### src/rtl/bill_sequencer.sv
// Checkout controller: prices items with a shared 4-cycle shift-add multiplier and accumulates a bill total.
// Item latency 5 cycles (item_ready low during MULT/ACC); bill held with bill_valid until bill_ack.
module bill_sequencer #(
    parameter int LIMIT   = 1000,
    parameter int QTY_CAP = 15
) (
    input  logic        clk,
    input  logic        rst,
    input  logic        start,
    input  logic        item_valid,
    input  logic [2:0]  item_id,
    input  logic [3:0]  item_qty,
    output logic        item_ready,
    input  logic        checkout,
    input  logic        bill_ack,
    output logic [12:0] total,
    output logic [12:0] discount,
    output logic [12:0] final_amount,
    output logic        ed,
    output logic        bill_valid,
    output logic        busy,
    output logic        err
);

    typedef enum logic [2:0] {
        S_IDLE, S_COLLECT, S_MULT, S_ACC, S_FINAL, S_DONE
    } state_t;

    state_t      state, state_nx;
    logic [1:0]  bit_cnt;
    logic [2:0]  id_q;
    logic [3:0]  qty_q;
    logic [3:0]  mplier;
    logic [11:0] mcand;
    logic [11:0] prod;
    logic        reject_q;
    logic [3:0]  qty_cnt [8];

    logic        accept;
    logic        id_bad;
    logic        cap_bad;
    logic [4:0]  qty_sum;
    logic        elig;
    logic [12:0] disc_calc;

    function automatic logic [7:0] price(input logic [2:0] id);
        case (id)
            3'd0:    price = 8'd50;
            3'd1:    price = 8'd25;
            3'd2:    price = 8'd100;
            3'd3:    price = 8'd150;
            3'd4:    price = 8'd120;
            default: price = 8'd0;
        endcase
    endfunction

    assign accept    = item_valid & item_ready;
    assign id_bad    = (item_id > 3'd4);
    assign qty_sum   = {1'b0, qty_cnt[item_id]} + {1'b0, item_qty};
    assign cap_bad   = !id_bad && (qty_sum > 5'(QTY_CAP));
    assign elig      = (total >= 13'(LIMIT));
    assign disc_calc = elig ? {2'b00, total[12:2]} : 13'd0;

    always_ff @(posedge clk) begin
        if (rst) state <= S_IDLE;
        else     state <= state_nx;
    end

    always_comb begin
        state_nx = state;
        case (state)
            S_IDLE:    if (start) state_nx = S_COLLECT;
            S_COLLECT: begin
                if (accept)        state_nx = S_MULT;
                else if (checkout) state_nx = S_FINAL;
            end
            S_MULT:    if (bit_cnt == 2'd3) state_nx = S_ACC;
            S_ACC:     state_nx = S_COLLECT;
            S_FINAL:   state_nx = S_DONE;
            S_DONE:    if (bill_ack) state_nx = S_IDLE;
            default:   state_nx = S_IDLE;
        endcase
    end

    always_comb begin
        item_ready = (state == S_COLLECT);
        bill_valid = (state == S_DONE);
        busy       = (state != S_IDLE);
    end

    always_ff @(posedge clk) begin
        if (rst) begin
            total        <= '0;
            discount     <= '0;
            final_amount <= '0;
            ed           <= 1'b0;
            err          <= 1'b0;
            bit_cnt      <= '0;
            id_q         <= '0;
            qty_q        <= '0;
            mplier       <= '0;
            mcand        <= '0;
            prod         <= '0;
            reject_q     <= 1'b0;
            for (int i = 0; i < 8; i++) qty_cnt[i] <= '0;
        end else begin
            case (state)
                S_IDLE: if (start) begin
                    total        <= '0;
                    discount     <= '0;
                    final_amount <= '0;
                    ed           <= 1'b0;
                    err          <= 1'b0;
                    for (int i = 0; i < 8; i++) qty_cnt[i] <= '0;
                end
                S_COLLECT: if (accept) begin
                    // Rejected items still run the multiplier, but against a zero price.
                    id_q     <= item_id;
                    qty_q    <= item_qty;
                    mplier   <= item_qty;
                    mcand    <= (id_bad || cap_bad) ? 12'd0 : {4'd0, price(item_id)};
                    reject_q <= id_bad || cap_bad;
                    prod     <= '0;
                    bit_cnt  <= '0;
                    if (id_bad || cap_bad) err <= 1'b1;
                end
                S_MULT: begin
                    if (mplier[0]) prod <= prod + mcand;
                    mcand   <= mcand << 1;
                    mplier  <= mplier >> 1;
                    bit_cnt <= bit_cnt + 2'd1;
                end
                S_ACC: begin
                    total <= total + {1'b0, prod};
                    if (!reject_q) qty_cnt[id_q] <= qty_cnt[id_q] + qty_q;
                end
                S_FINAL: begin
                    ed           <= elig;
                    discount     <= disc_calc;
                    final_amount <= total - disc_calc;
                end
                default: ;
            endcase
        end
    end

endmodule

### config.mk
export PLATFORM = sky130hd
export DESIGN_NAME = bill_sequencer
export DESIGN_NICKNAME = d
export VERILOG_FILES = /design/src/rtl/bill_sequencer.sv
export SDC_FILE = /design/constraint.sdc
export NUM_CORES = 1
export LEC_CHECK = 0
export ABC_AREA = 1
export CORE_AREA = 5 5 152 96
export CTS_BUF_LIST = sky130_fd_sc_hd__clkbuf_4 sky130_fd_sc_hd__clkbuf_8
export DETAILED_ROUTE_END_ITERATION = 12
export DIE_AREA = 0 0 157 101
export PLACE_DENSITY = 0.83
export REMOVE_ABC_BUFFERS = 1
export SETUP_SLACK_MARGIN = 0.3
export SYNTH_ARGS = -nofsm -noshare
export SYNTH_HDL_FRONTEND = slang
export SYNTH_SLANG_ARGS = --single-unit
### constraint.sdc
create_clock -name clk -period 6.07 [get_ports clk]
set_clock_uncertainty 0.1 [all_clocks]
set_input_delay 0.9105 -clock clk [delete_from_list [all_inputs] [get_ports clk]]
set_output_delay 0.9105 -clock clk [all_outputs]
set_load 0.005 [all_outputs]
==> metrics list, run 1 <==
- Minimum period implied by the final worst setup slack: 3.62 ns
- The initial utilization of the core area, before any placement, comes to 0.532.
* CP max FO: 19
- Vias after detailed routing: 6985
* Iteration count of the initial detailed-routing pass: 8
- The area growth from synthesis to layout is 14.4%.
* Dominant combinational cell family by area after synthesis: simple AND/OR/NAND/NOR gates
- The number of different library cells used by synthesis comes to 45.
- Final Hold Violating Endpoints: 0
* ANT cells: 0
* Via count of the first global-routing pass: 6166
* Synthesized area per cell: 6.99 µm²
- After legalization and detailed placement, the total HPWL measured 15.7 mm.
- The initialized floorplan defines 33 standard-cell rows.
* Average detailed-routed wire length per instance: 16.5 µm
- The die covers 0.0159 mm².
* Pin count of the biggest net entering global routing: 30
* Share of cell area taken by muxes after synthesis: 0
- Final-report max-slew violation count: 0
* CTS Hold Buffers Added: 0
* Antenna-violating nets left: 0
- Status: finished clean
- Detailed-route wire length: 20.5 mm
- The core region is 0.0132 mm².
- Flip-flop and latch count after synthesis: 115
* Leakage power of the design: 3.51 nW
- Main flop type after synthesis: sky130_fd_sc_hd__dfxtp_1
- The worst-case IR drop observed on VDD is 0.000175 V.
- The most common cell in the synthesized netlist is sky130_fd_sc_hd__nand2_1.
- Of the total synthesized cell area, the portion taken by AND, OR, NAND and NOR gates is 0.314.
* Final non-filler cell total: 1240
- Across the run, the number of max-cap violations was 0.
* Depth of the CTS H-tree: 4
- Most Frequent Cell on Critical Path: sky130_fd_sc_hd__inv_1
- Clock tree synthesis inserted a total of 17 buffers.
- Achievable Freq: 0.276 GHz
* Count of clock tree sinks: 115
* Cell at the slowest stage of the critical path: sky130_fd_sc_hd__xor2_1
- For the pin with the worst max-slew slack, the measured transition is 1.15 ns.
- Endpoints failing setup: 0
- For this run, the post-layout net count is 1112.
* Adder-cell share of the synthesized area: 0.0892
- The synthesized design spends more area on one cell type than any other, namely sky130_fd_sc_hd__dfxtp_1.
* Post-synthesis sequential area ratio: 0.374
- Max stage delay on crit path: 0.79 ns
- Setup repair after global routing left no endpoint under its margin.
* Register clock-pin slew on the reported worst setup and hold paths: 0.07 ns
- Placed cell count: 1208
* Number of buffers added on ports: 54
- Placed cell areas: 0.00765 mm²
- The clock passes through at most 2 buffers.
- CTS Root Cell: sky130_fd_sc_hd__clkbuf_8
- After synthesis, the cell types taking the most area are sky130_fd_sc_hd__dfxtp_1 (24%), sky130_fd_sc_hd__nand2_1 (16%), sky130_fd_sc_hd__edfxtp_1 (14%).
- For the worst setup path, the data arrival time is 3.68 ns.
* Setup TNS: 0 ns
* Sort of element at the end of the critical path: flop
* Nature of the critical path startpoint: flop
- After global routing the overflow that remains totals 0.
- Clock latency on the worst-skew pair: 0.45 ns
- Final instance area: 0.00802 mm²
- Chip width: 157 µm
- Counting every instance in the synthesized netlist gives 1003.
- Summing every instance area after synthesis gives 0.00701 mm².
* Hold_ws: 0.366 ns
* Layout fillers: 1227
- Data required, critical path: 6.13 ns
* Global-route usage over all layers: 0.261
- Synthesized-area fraction occupied by xor and xnor cells: 0.00749
- Once layout is complete, the utilization of the core stands at 0.609.
- Type of the worst setup path: flop to flop
- The share of synthesized area in the top cell type comes to 0.237.
* Global placer's final weighted congestion: 0.961
- The first global-routing pass estimated 32.4 mm of wire.
* Initial detailed-routing violation count: 806
- Of the available clock period, the critical path in the final layout requires 0.596.
- 57 I/O pins were placed.
- The worst pin sits at a relative slew slack of 0.236.
- The tightest min-delay check is of the flop to flop type.
* Clock tree from TritonCTS: yes
- The number of antenna violations at the first check in global routing is 0.
- Share of final-layout standard cells stronger than drive strength 1: 0.0545
- By count the netlist is led by sky130_fd_sc_hd__nand2_1 (299), sky130_fd_sc_hd__inv_1 (111), sky130_fd_sc_hd__a21oi_1 (99), sky130_fd_sc_hd__nor2_1 (99), sky130_fd_sc_hd__dfxtp_1 (83).
* Drt via density: 5.63
- Vertical die dimension: 101 µm
* Proportion of synthesized flip-flops having asynchronous set or reset: 0
- The number of gates resized after CTS was 0.
* Series of cell instances along the critical path: inv_1 -> a21oi_1 -> o21ai_0 -> nand2_1 -> inv_1 -> o21ai_0 -> inv_1 -> fa_1 -> xor2_1 -> nor2_1
* Area fraction in compound gates after synthesis: 0.130
* Post-CTS Setup Inserts: 0
- In this run the power density over the cells is 263 mW/mm².
- Number of enable-type register cells in the synthesized netlist: 32
- DRC violations left: 0
- Yosys printed 0 warnings.
==> stage by stage <==
stage,setup slack (ns),power [mW]
after floorplan,3.25,1.21
after global placement,2.18,1.41
after detailed placement,2.08,1.41
after CTS,2.55,2.09
after global routing,2.26,2.20
final,2.45,2.11
==> placed cells by master (no fill, tap or decap), types with 5 or more instances in the layout <==
master                              n
sky130_fd_sc_hd__nand2_1          299
sky130_fd_sc_hd__inv_1            111
sky130_fd_sc_hd__a21oi_1           99
sky130_fd_sc_hd__nor2_1            99
sky130_fd_sc_hd__dfxtp_1           83
sky130_fd_sc_hd__nand3_1           69
sky130_fd_sc_hd__clkdlybuf4s50_1   53
sky130_fd_sc_hd__ha_1              42
sky130_fd_sc_hd__o21ai_0           33
sky130_fd_sc_hd__edfxtp_1          32
sky130_fd_sc_hd__nand4_1           20
sky130_fd_sc_hd__clkbuf_8          17
sky130_fd_sc_hd__a31oi_1           10
sky130_fd_sc_hd__nand3b_1          10
sky130_fd_sc_hd__nor2_2             8
sky130_fd_sc_hd__clkinvlp_4         6
sky130_fd_sc_hd__inv_2              5
sky130_fd_sc_hd__nor3_1             5
sky130_fd_sc_hd__o211ai_1           5
sky130_fd_sc_hd__xor2_1             5
sky130_fd_sc_hd__fa_1               5
==> path summary, 6_finish.rpt <==
kind	from	end	slack, ns	cells past startpoint
setup / recovery	flop	qty_cnt[0][2]$_SDFFCE_PN0P_	2.45	10
setup reg to reg	flop	qty_cnt[0][2]$_SDFFCE_PN0P_	2.45	10
hold reg to reg	discount[4]$_SDFFE_PP0P_	discount[4]$_SDFFE_PP0P_	0.37	2
hold / removal	discount[4]$_SDFFE_PP0P_	discount[4]$_SDFFE_PP0P_	0.37	2
==> metal layers <==
layer / track usage / vias up / wire, µm
met5: 0 / - / 0
met4: 0.0567 / 0 / 202
met3: 0.0776 / 26 / 2070
met2: 0.322 / 320 / 7460
met1: 0.431 / 3232 / 10700
li1: - / 3407 / -
==> power breakdown <==
part           internal [mW]  switching, mW  total [mW]
sequential             0.858         0.0666       0.925
clock                  0.324          0.365       0.690
combinational          0.129          0.371       0.499
total                   1.31          0.802        2.11
==> logic make-up after synthesis <==
family / after synthesis
AO/OA/AOI/OAI: 167
XOR/XNOR: 6
adder cells (fa/ha/maj): 47
buffers and inverters: 147
flip-flops: 115
other: 1
AND/OR/NAND/NOR: 520
==> layout make-up <==
type                       count  area [µm²]  share of cell area
clock inverter                15         136              0.0170
multi-input combinational    742        3800               0.474
inverter                     119         452              0.0563
tap                          175         219              0.0273
sequential                   115        2620               0.327
timing repair buffer          57         558              0.0695
clock buffer                  17         234              0.0292
==> worst max-delay path: cells and delay by family, from the launching register on <==
kind / cells / cell delay [ns]
compound gates: 3 / 0.56
simple gates: 2 / 0.21
fa+ha+maj: 1 / 0.42
xor+xnor: 1 / 0.79
buf+inv: 3 / 0.53
flops: 1 / 0.71
==> flip-flops by register name, summed over array words and instances (netlist names), named ones only <==
signal and count:
final_amount 13, id_q 3, ed 1, prod 12
mcand 12, mplier 4, state 3, bit_cnt 2
qty_cnt 32, total 13, discount 11, qty_q 4
err 1, reject_q 1
Note: power is estimated with default switching activity, not from simulation.
==> inputs of run 2 (changes only) <==
Clock period 6.07 ns to 3.35 ns, I/O delays scaled along.
==> run 2 against run 1 <==
Net effect: largest cell class unchanged; critical path depth grew 7; wire length down 2.4%; critical path type is now input port to flop; non-clock buffer count is 23 higher; flip-flop and latch count unchanged.
==> metrics list, run 2 (synthesis results as in run 1) <==
* Final Hold Violating Endpoints: 0
- For the worst flop-to-flop path, the logic depth is 14.
- Status: finished clean
* Source of the critical timing path: item_id[0]
- In the final layout, flip-flops and latches occupy 0.00263 mm².
* Leakage power of the design: 3.67 nW
* Placed cell count: 1229
- In the final routed layout, each cell accounts on average for 15.8 µm.
* Vertical die dimension: 101 µm
- Number of top-level pins: 57
* Share of final-layout standard cells stronger than drive strength 1: 0.0818
* Number of buffers created by CTS: 17
- CP max FO: 8
- Setup repair after global routing left no endpoint under its margin.
- Global-route usage over all layers: 0.260
- Largest register FFs: 32
- Dividing the final minimum period by the clock period gives 0.856.
- Static timing analysis puts the maximum clock frequency at 0.349 GHz.
* Final core utilization: 0.627
* HPWL Detailed: 15.2 mm
* Worst relative slew slack: 0.500
- Data arrives at the worst endpoint at 3.14 ns.
- Most common cell after layout, fill and taps aside: sky130_fd_sc_hd__nand2_1
- Layout fillers: 1169
- Vias after detailed routing: 6969
- The floorplan has 33 rows.
* Sort of element at the end of the critical path: flop
- The routed design could run at a clock period as short as 2.87 ns.
- Routability-driven placement finished with a final weighted congestion of 0.967.
* Number of buffers added on ports: 54
- Number of antenna violations at the first check in global routing: 0
- CTS Root Cell: sky130_fd_sc_hd__clkbuf_8
* Clock network fraction of design power: 0.328
- Area of the die: 0.0159 mm²
* Number of nets in the final layout: 1135
- After layout, the design draws a total of 3.96 mW.
* ANT cells: 0
* Worst Hold Class: flop to flop
* Area inside the core boundary: 0.0132 mm²
- Largest registers: qty_cnt x32, final_amount x13, total x13
* Final non-filler cell total: 1263
- In this run the cell area measured after placement is 0.00782 mm².
- The first global-routing pass estimated 32.3 mm of wire.
- The worst register-to-register path begins at total[4]$_SDFFE_PP0P_.
- Chip width: 157 µm
- Initial detailed-routing violation count: 609
* Leading cell types in the layout, fill and taps excluded: sky130_fd_sc_hd__nand2_1 (298), sky130_fd_sc_hd__inv_1 (111), sky130_fd_sc_hd__a21oi_1 (99), sky130_fd_sc_hd__nor2_1 (98), sky130_fd_sc_hd__dfxtp_1 (80)
- In this run the critical register-to-register path is captured at final_amount[6]$_SDFFE_PP0P_.
- Final-report max-slew violation count: 0
* Nature of the critical path startpoint: input port
* Clock tree from TritonCTS: yes
- Area added between synthesis and finish: 17.8%
- Final hold analysis gives a worst-case slack of 0.367 ns.
- Data on the critical path is required at its endpoint by 3.63 ns.
- At the pin with the least slew margin, the transition time is 0.749 ns.
- Pin count of the biggest net entering global routing: 70
- Across all setup checks in the final design, the least slack found is 0.484 ns.
- Counting flops per register, the top entry is qty_cnt.
* Switching power as a share of total power: 0.384
- Setup slack at placement: 0.0444 ns
* Combinational cell fraction of total power: 0.247
- The routed design has 20.0 mm of wire.
- CTS built an H-tree with a depth of 4.
* Setup TNS: 0 ns
- Iteration count of the initial detailed-routing pass: 6
- In this run the remaining antenna-violating nets after routing total 0.
- Sequential fraction of design power: 0.424
- In the routed design, unresolved DRC markers number 0.
- The later pin in the worst-skew pair is clocked with a latency of 0.45 ns.
* Count of clock tree sinks: 115
* Register clock-pin slew on the reported worst setup and hold paths: 0.08 ns
* CTS max path bufs: 2
- Via count of the first global-routing pass: 6114
- PwrDens: 479 mW/mm²
- After global routing the overflow that remains totals 0.
* Setup slack of the most critical reg-to-reg path: 0.51 ns
- Dividing the detail-routed via count by the number of cells gives 5.52.
- MaxCap Viol Count: 0
* CTS Hold Buffers Added: 0
* Final instance area: 0.00826 mm²
* Endpoints failing setup: 0
* Worst voltage drop across the vdd grid: 0.000264 V
* Area occupied by multi-input gates: 0.00382 mm²
- Following the worst setup path forward leads to its endpoint at mcand[7]$_SDFFE_PP0P_.
- The initial utilization of the core area, before any placement, comes to 0.532.
- Internal power comes to 2.44 mW.
* Type of the worst setup path: input port to flop
- The analysis attributes to net switching a power of 1.52 mW.
-- run 2: cell types whose count changed in the layout (fill, tap and decap cells not counted), sizes merged --
cell	change
buf	+23
bufinv	-1
clkinv	-3
clkinvlp	-4
inv	+8
-- run 2: worst min path at each step --
stage,startpoint,to,slack [ns],depth (start not counted)
finish,discount[3]$_SDFFE_PP0P_,discount[3]$_SDFFE_PP0P_,0.37,2
global route,discount[8]$_SDFFE_PP0P_,discount[8]$_SDFFE_PP0P_,0.38,2
CTS,discount[8]$_SDFFE_PP0P_,discount[8]$_SDFFE_PP0P_,0.37,2
detailed placement,discount[8]$_SDFFE_PP0P_,discount[8]$_SDFFE_PP0P_,0.36,2
global placement,qty_q[3]$_SDFFE_PP0P_,qty_q[3]$_SDFFE_PP0P_,0.35,2
floorplan,bit_cnt[0]$_SDFFE_PP0P_,bit_cnt[0]$_SDFFE_PP0P_,0.33,1
-- run 2: area by class of cell --
class	instances	share of cell area
Timing Repair Buffer	80	0.0900
Clock buffer	17	0.0283
Clock inverter	15	0.0192
Multi-Input combinational cell	742	0.463
Inverter	119	0.0547
Sequential cell	115	0.318
Tap cell	175	0.0265
-- run 2: metal layers --
| layer | part of all wire | routed length (µm) | track usage |
|---|---|---|---|
| met5 | 0 | 0 | 0 |
| met4 | 0.0091 | 181 | 0.0467 |
| met3 | 0.15 | 2900 | 0.0965 |
| met2 | 0.36 | 7230 | 0.314 |
| met1 | 0.48 | 9680 | 0.427 |
-- run 2: power groups by stage --
stage	logic, mW	registers (mW)	clock network [mW]
after floorplan	0.546	1.65	0
after global placement	0.933	1.70	0
after detailed placement	0.941	1.70	0
after CTS	0.949	1.67	1.31
after global routing	1.08	1.69	1.39
final	0.979	1.68	1.30
-- run 2: what timing repair did --
action                                  CTS  global route
setup buffers                             0             2
hold endpoints to repair                  0             0
resized for setup                         0             8
endpoints found under the setup margin    0            11
-- run 2: critical path, cell delays in order --
cell and delay (ns):
sky130_fd_sc_hd__clkdlybuf4s50_1 0.59, sky130_fd_sc_hd__inv_1 0.12, sky130_fd_sc_hd__nand2_1 0.10, sky130_fd_sc_hd__inv_1 0.14
sky130_fd_sc_hd__nand2_1 0.09, sky130_fd_sc_hd__nand4_1 0.08, sky130_fd_sc_hd__nor2_1 0.09, sky130_fd_sc_hd__a21oi_1 0.05
sky130_fd_sc_hd__ha_1 0.20, sky130_fd_sc_hd__fa_1 0.36, sky130_fd_sc_hd__nand3_1 0.08, sky130_fd_sc_hd__nand3_1 0.16
sky130_fd_sc_hd__nor2_4 0.23, sky130_fd_sc_hd__nand3_2 0.10, sky130_fd_sc_hd__nor2_1 0.11, sky130_fd_sc_hd__nor2_1 0.06
sky130_fd_sc_hd__nor2_1 0.08
==> inputs of run 3 (changes only) <==
Settings changed: SLEW_MARGIN from default to 10.
Clock period 3.35 ns to 3.3 ns, I/O delays scaled along.
==> run 3 against run 2 <==
Net effect: worst hold slack got worse by 0.00063 ns; die area is the same; clock-buffer cell count unchanged; clock power rose by 3%; critical path depth down 3; first-iteration DRC count up 13%.
==> metrics list, run 3 (synthesis results as in run 1) <==
- The library cell used most frequently in the layout, excluding fill and tap cells, is sky130_fd_sc_hd__nand2_1.
- Setup slack at placement: 0.0407 ns
- Minimum period implied by the final worst setup slack: 2.84 ns
- In the final layout, the registers with the most flip-flops are qty_cnt x32, final_amount x13, total x13.
- The flow ran to the end, and the final reports show no timing, DRC or antenna violations.
- Initial detailed-routing violation count: 687
- After clock tree synthesis, the clock-pin slew on the worst setup and hold paths is 0.08 ns.
- PwrDens: 491 mW/mm²
- Vias after detailed routing: 7057
- DRC violations left: 0
* Clock latency on the worst-skew pair: 0.45 ns
- CTS max path bufs: 2
- Setup repair after global routing could not meet its margin everywhere.
* Via count of the first global-routing pass: 6491
- The number of clock buffers added by TritonCTS is 17.
- The final layout contains 1136 nets.
- Placed cell count: 1232
- Average detailed-routed wire length per instance: 16.2 µm
* HPWL Detailed: 15.6 mm
- For this configuration, the core starts out at a cell density of 0.532.
- Pin count of the biggest net entering global routing: 57
- The routed design has 20.5 mm of wire.
* Crit share post-route: 0.861
* Area inside the core boundary: 0.0132 mm²
* CP max FO: 7
- The clock tree synthesis step divided the H-tree into 4 levels.
- Count of clock tree sinks: 115
* Post-CTS Setup Inserts: 0
- At the pin with the least slew margin, the transition time is 0.637 ns.
- Register with the most flip-flops: qty_cnt
* Worst-case setup margin in the final layout: 0.458 ns
- Final instance area: 0.00825 mm²
- The number of hold-slack violations in the final timing report was 0.
- The placed instances occupy a cell area of 0.00785 mm².
* Final-report max-slew violation count: 0
- Number of antenna violations at the first check in global routing: 0
* Endpoints failing setup: 0
- Leading cell types in the layout, fill and taps excluded: sky130_fd_sc_hd__nand2_1 (299), sky130_fd_sc_hd__inv_1 (111), sky130_fd_sc_hd__a21oi_1 (99), sky130_fd_sc_hd__nor2_1 (98), sky130_fd_sc_hd__dfxtp_1 (81)
- The critical path in this run is classified as flop to flop.
* Largest register FFs: 32
* Area of the die: 0.0159 mm²
* CTS Root Cell: sky130_fd_sc_hd__clkbuf_8
- In the final layout, the share of cells above drive strength 1 is 0.0790.
* Sort of element at the end of the critical path: flop
- Data on the critical path arrives at its endpoint at 3.11 ns.
- For this run, the total global-route usage over all layers was measured as 0.267.
* Number of top-level pins: 57
- TritonCTS built the clock tree.
- ANT cells: 0
* Area added between synthesis and finish: 17.7%
- Dividing the detail-routed via count by the number of cells gives 5.58.
- Global-route wire length before repair: 33.1 mm
- Timing would allow up to 0.352 GHz.
- STA classifies the critical path startpoint as a flop.
- In this run the horizontal extent of the chip is 157 µm.
* Data required, critical path: 3.57 ns
- Antenna-violating nets left: 0
* Setup TNS: 0 ns
- Global placer's final weighted congestion: 0.949
* Final non-filler cell total: 1264
- Vertical die dimension: 101 µm
* Worst voltage drop across the vdd grid: 0.000319 V
- Worst Hold Class: flop to flop
* Leakage power of the design: 3.67 nW
- Headroom to the max-slew limit came out at 0.575.
- Iteration count of the initial detailed-routing pass: 5
* MaxCap Viol Count: 0
* Setup slack of the most critical reg-to-reg path: 0.46 ns
* Number of buffers added on ports: 54
* Grt ovf: 0
* Std-Cell Rows: 33
run 3: path summary, 6_finish.rpt:
path | depth (start not counted) | to | startpoint
min | 2 | discount[6]$_SDFFE_PP0P_ | discount[6]$_SDFFE_PP0P_
max | 14 | final_amount[6]$_SDFFE_PP0P_ | total[3]$_SDFFE_PP0P_
max reg2reg | 14 | final_amount[6]$_SDFFE_PP0P_ | total[3]$_SDFFE_PP0P_
min reg2reg | 2 | discount[6]$_SDFFE_PP0P_ | discount[6]$_SDFFE_PP0P_
run 3: worst max-delay path, stage by stage, from the launching register on:
cell                       delay [ns]
sky130_fd_sc_hd__dfxtp_2         0.42
sky130_fd_sc_hd__nor2_1          0.10
sky130_fd_sc_hd__nor2_1          0.11
sky130_fd_sc_hd__nand3_1         0.17
sky130_fd_sc_hd__nand4_1         0.13
sky130_fd_sc_hd__and2_1          0.21
sky130_fd_sc_hd__ha_1            0.20
sky130_fd_sc_hd__inv_1           0.08
sky130_fd_sc_hd__fa_1            0.46
sky130_fd_sc_hd__nand3_1         0.11
sky130_fd_sc_hd__nand3_1         0.17
sky130_fd_sc_hd__nand2_1         0.13
sky130_fd_sc_hd__a21boi_0        0.08
sky130_fd_sc_hd__nand3b_1        0.15
sky130_fd_sc_hd__a21oi_1         0.14
run 3: area by class of cell:
| cell class | instances | area, µm² |
|---|---|---|
| Fill cell | 1180 | 4920 |
| Timing Repair Buffer | 81 | 751 |
| Clock buffer | 17 | 234 |
| Multi-Input combinational cell | 742 | 3810 |
| Clock inverter | 15 | 163 |
| Inverter | 119 | 452 |
| Sequential cell | 115 | 2630 |
| Tap cell | 175 | 219 |
run 3: power by group:
part | switching [mW] | internal (mW) | leakage, nW
clock network | 0.712 | 0.633 | 0.198
registers | 0.119 | 1.58 | 1.02
logic | 0.683 | 0.332 | 2.46
total | 1.51 | 2.54 | 3.67
run 3: what timing repair did:
| action | 4_1_cts | 5_1_grt |
|---|---|---|
| endpoints found under the setup margin | 0 | 6 |
| hold buffers | 0 | 0 |
| resized for setup | 0 | 4 |
run 3: per-stage QoR:
stage	utilization	power (mW)	hold WS, ns
final	0.627	4.06	0.366
after global routing	0.627	4.25	0.376
after CTS	0.626	4.03	0.351
after detailed placement	0.596	2.70	0.356
after global placement	0.596	2.70	0.353
after floorplan	-	2.23	0.333
run 3: routing by layer:
metal / GRT usage / share of wire / vias to the layer above
met2: 0.347 / 0.38 / 344
met5: 0 / 0 / -
li1: - / - / 3451
met1: 0.418 / 0.49 / 3239
met3: 0.0952 / 0.13 / 23
met4: 0.0533 / 0.0089 / 0
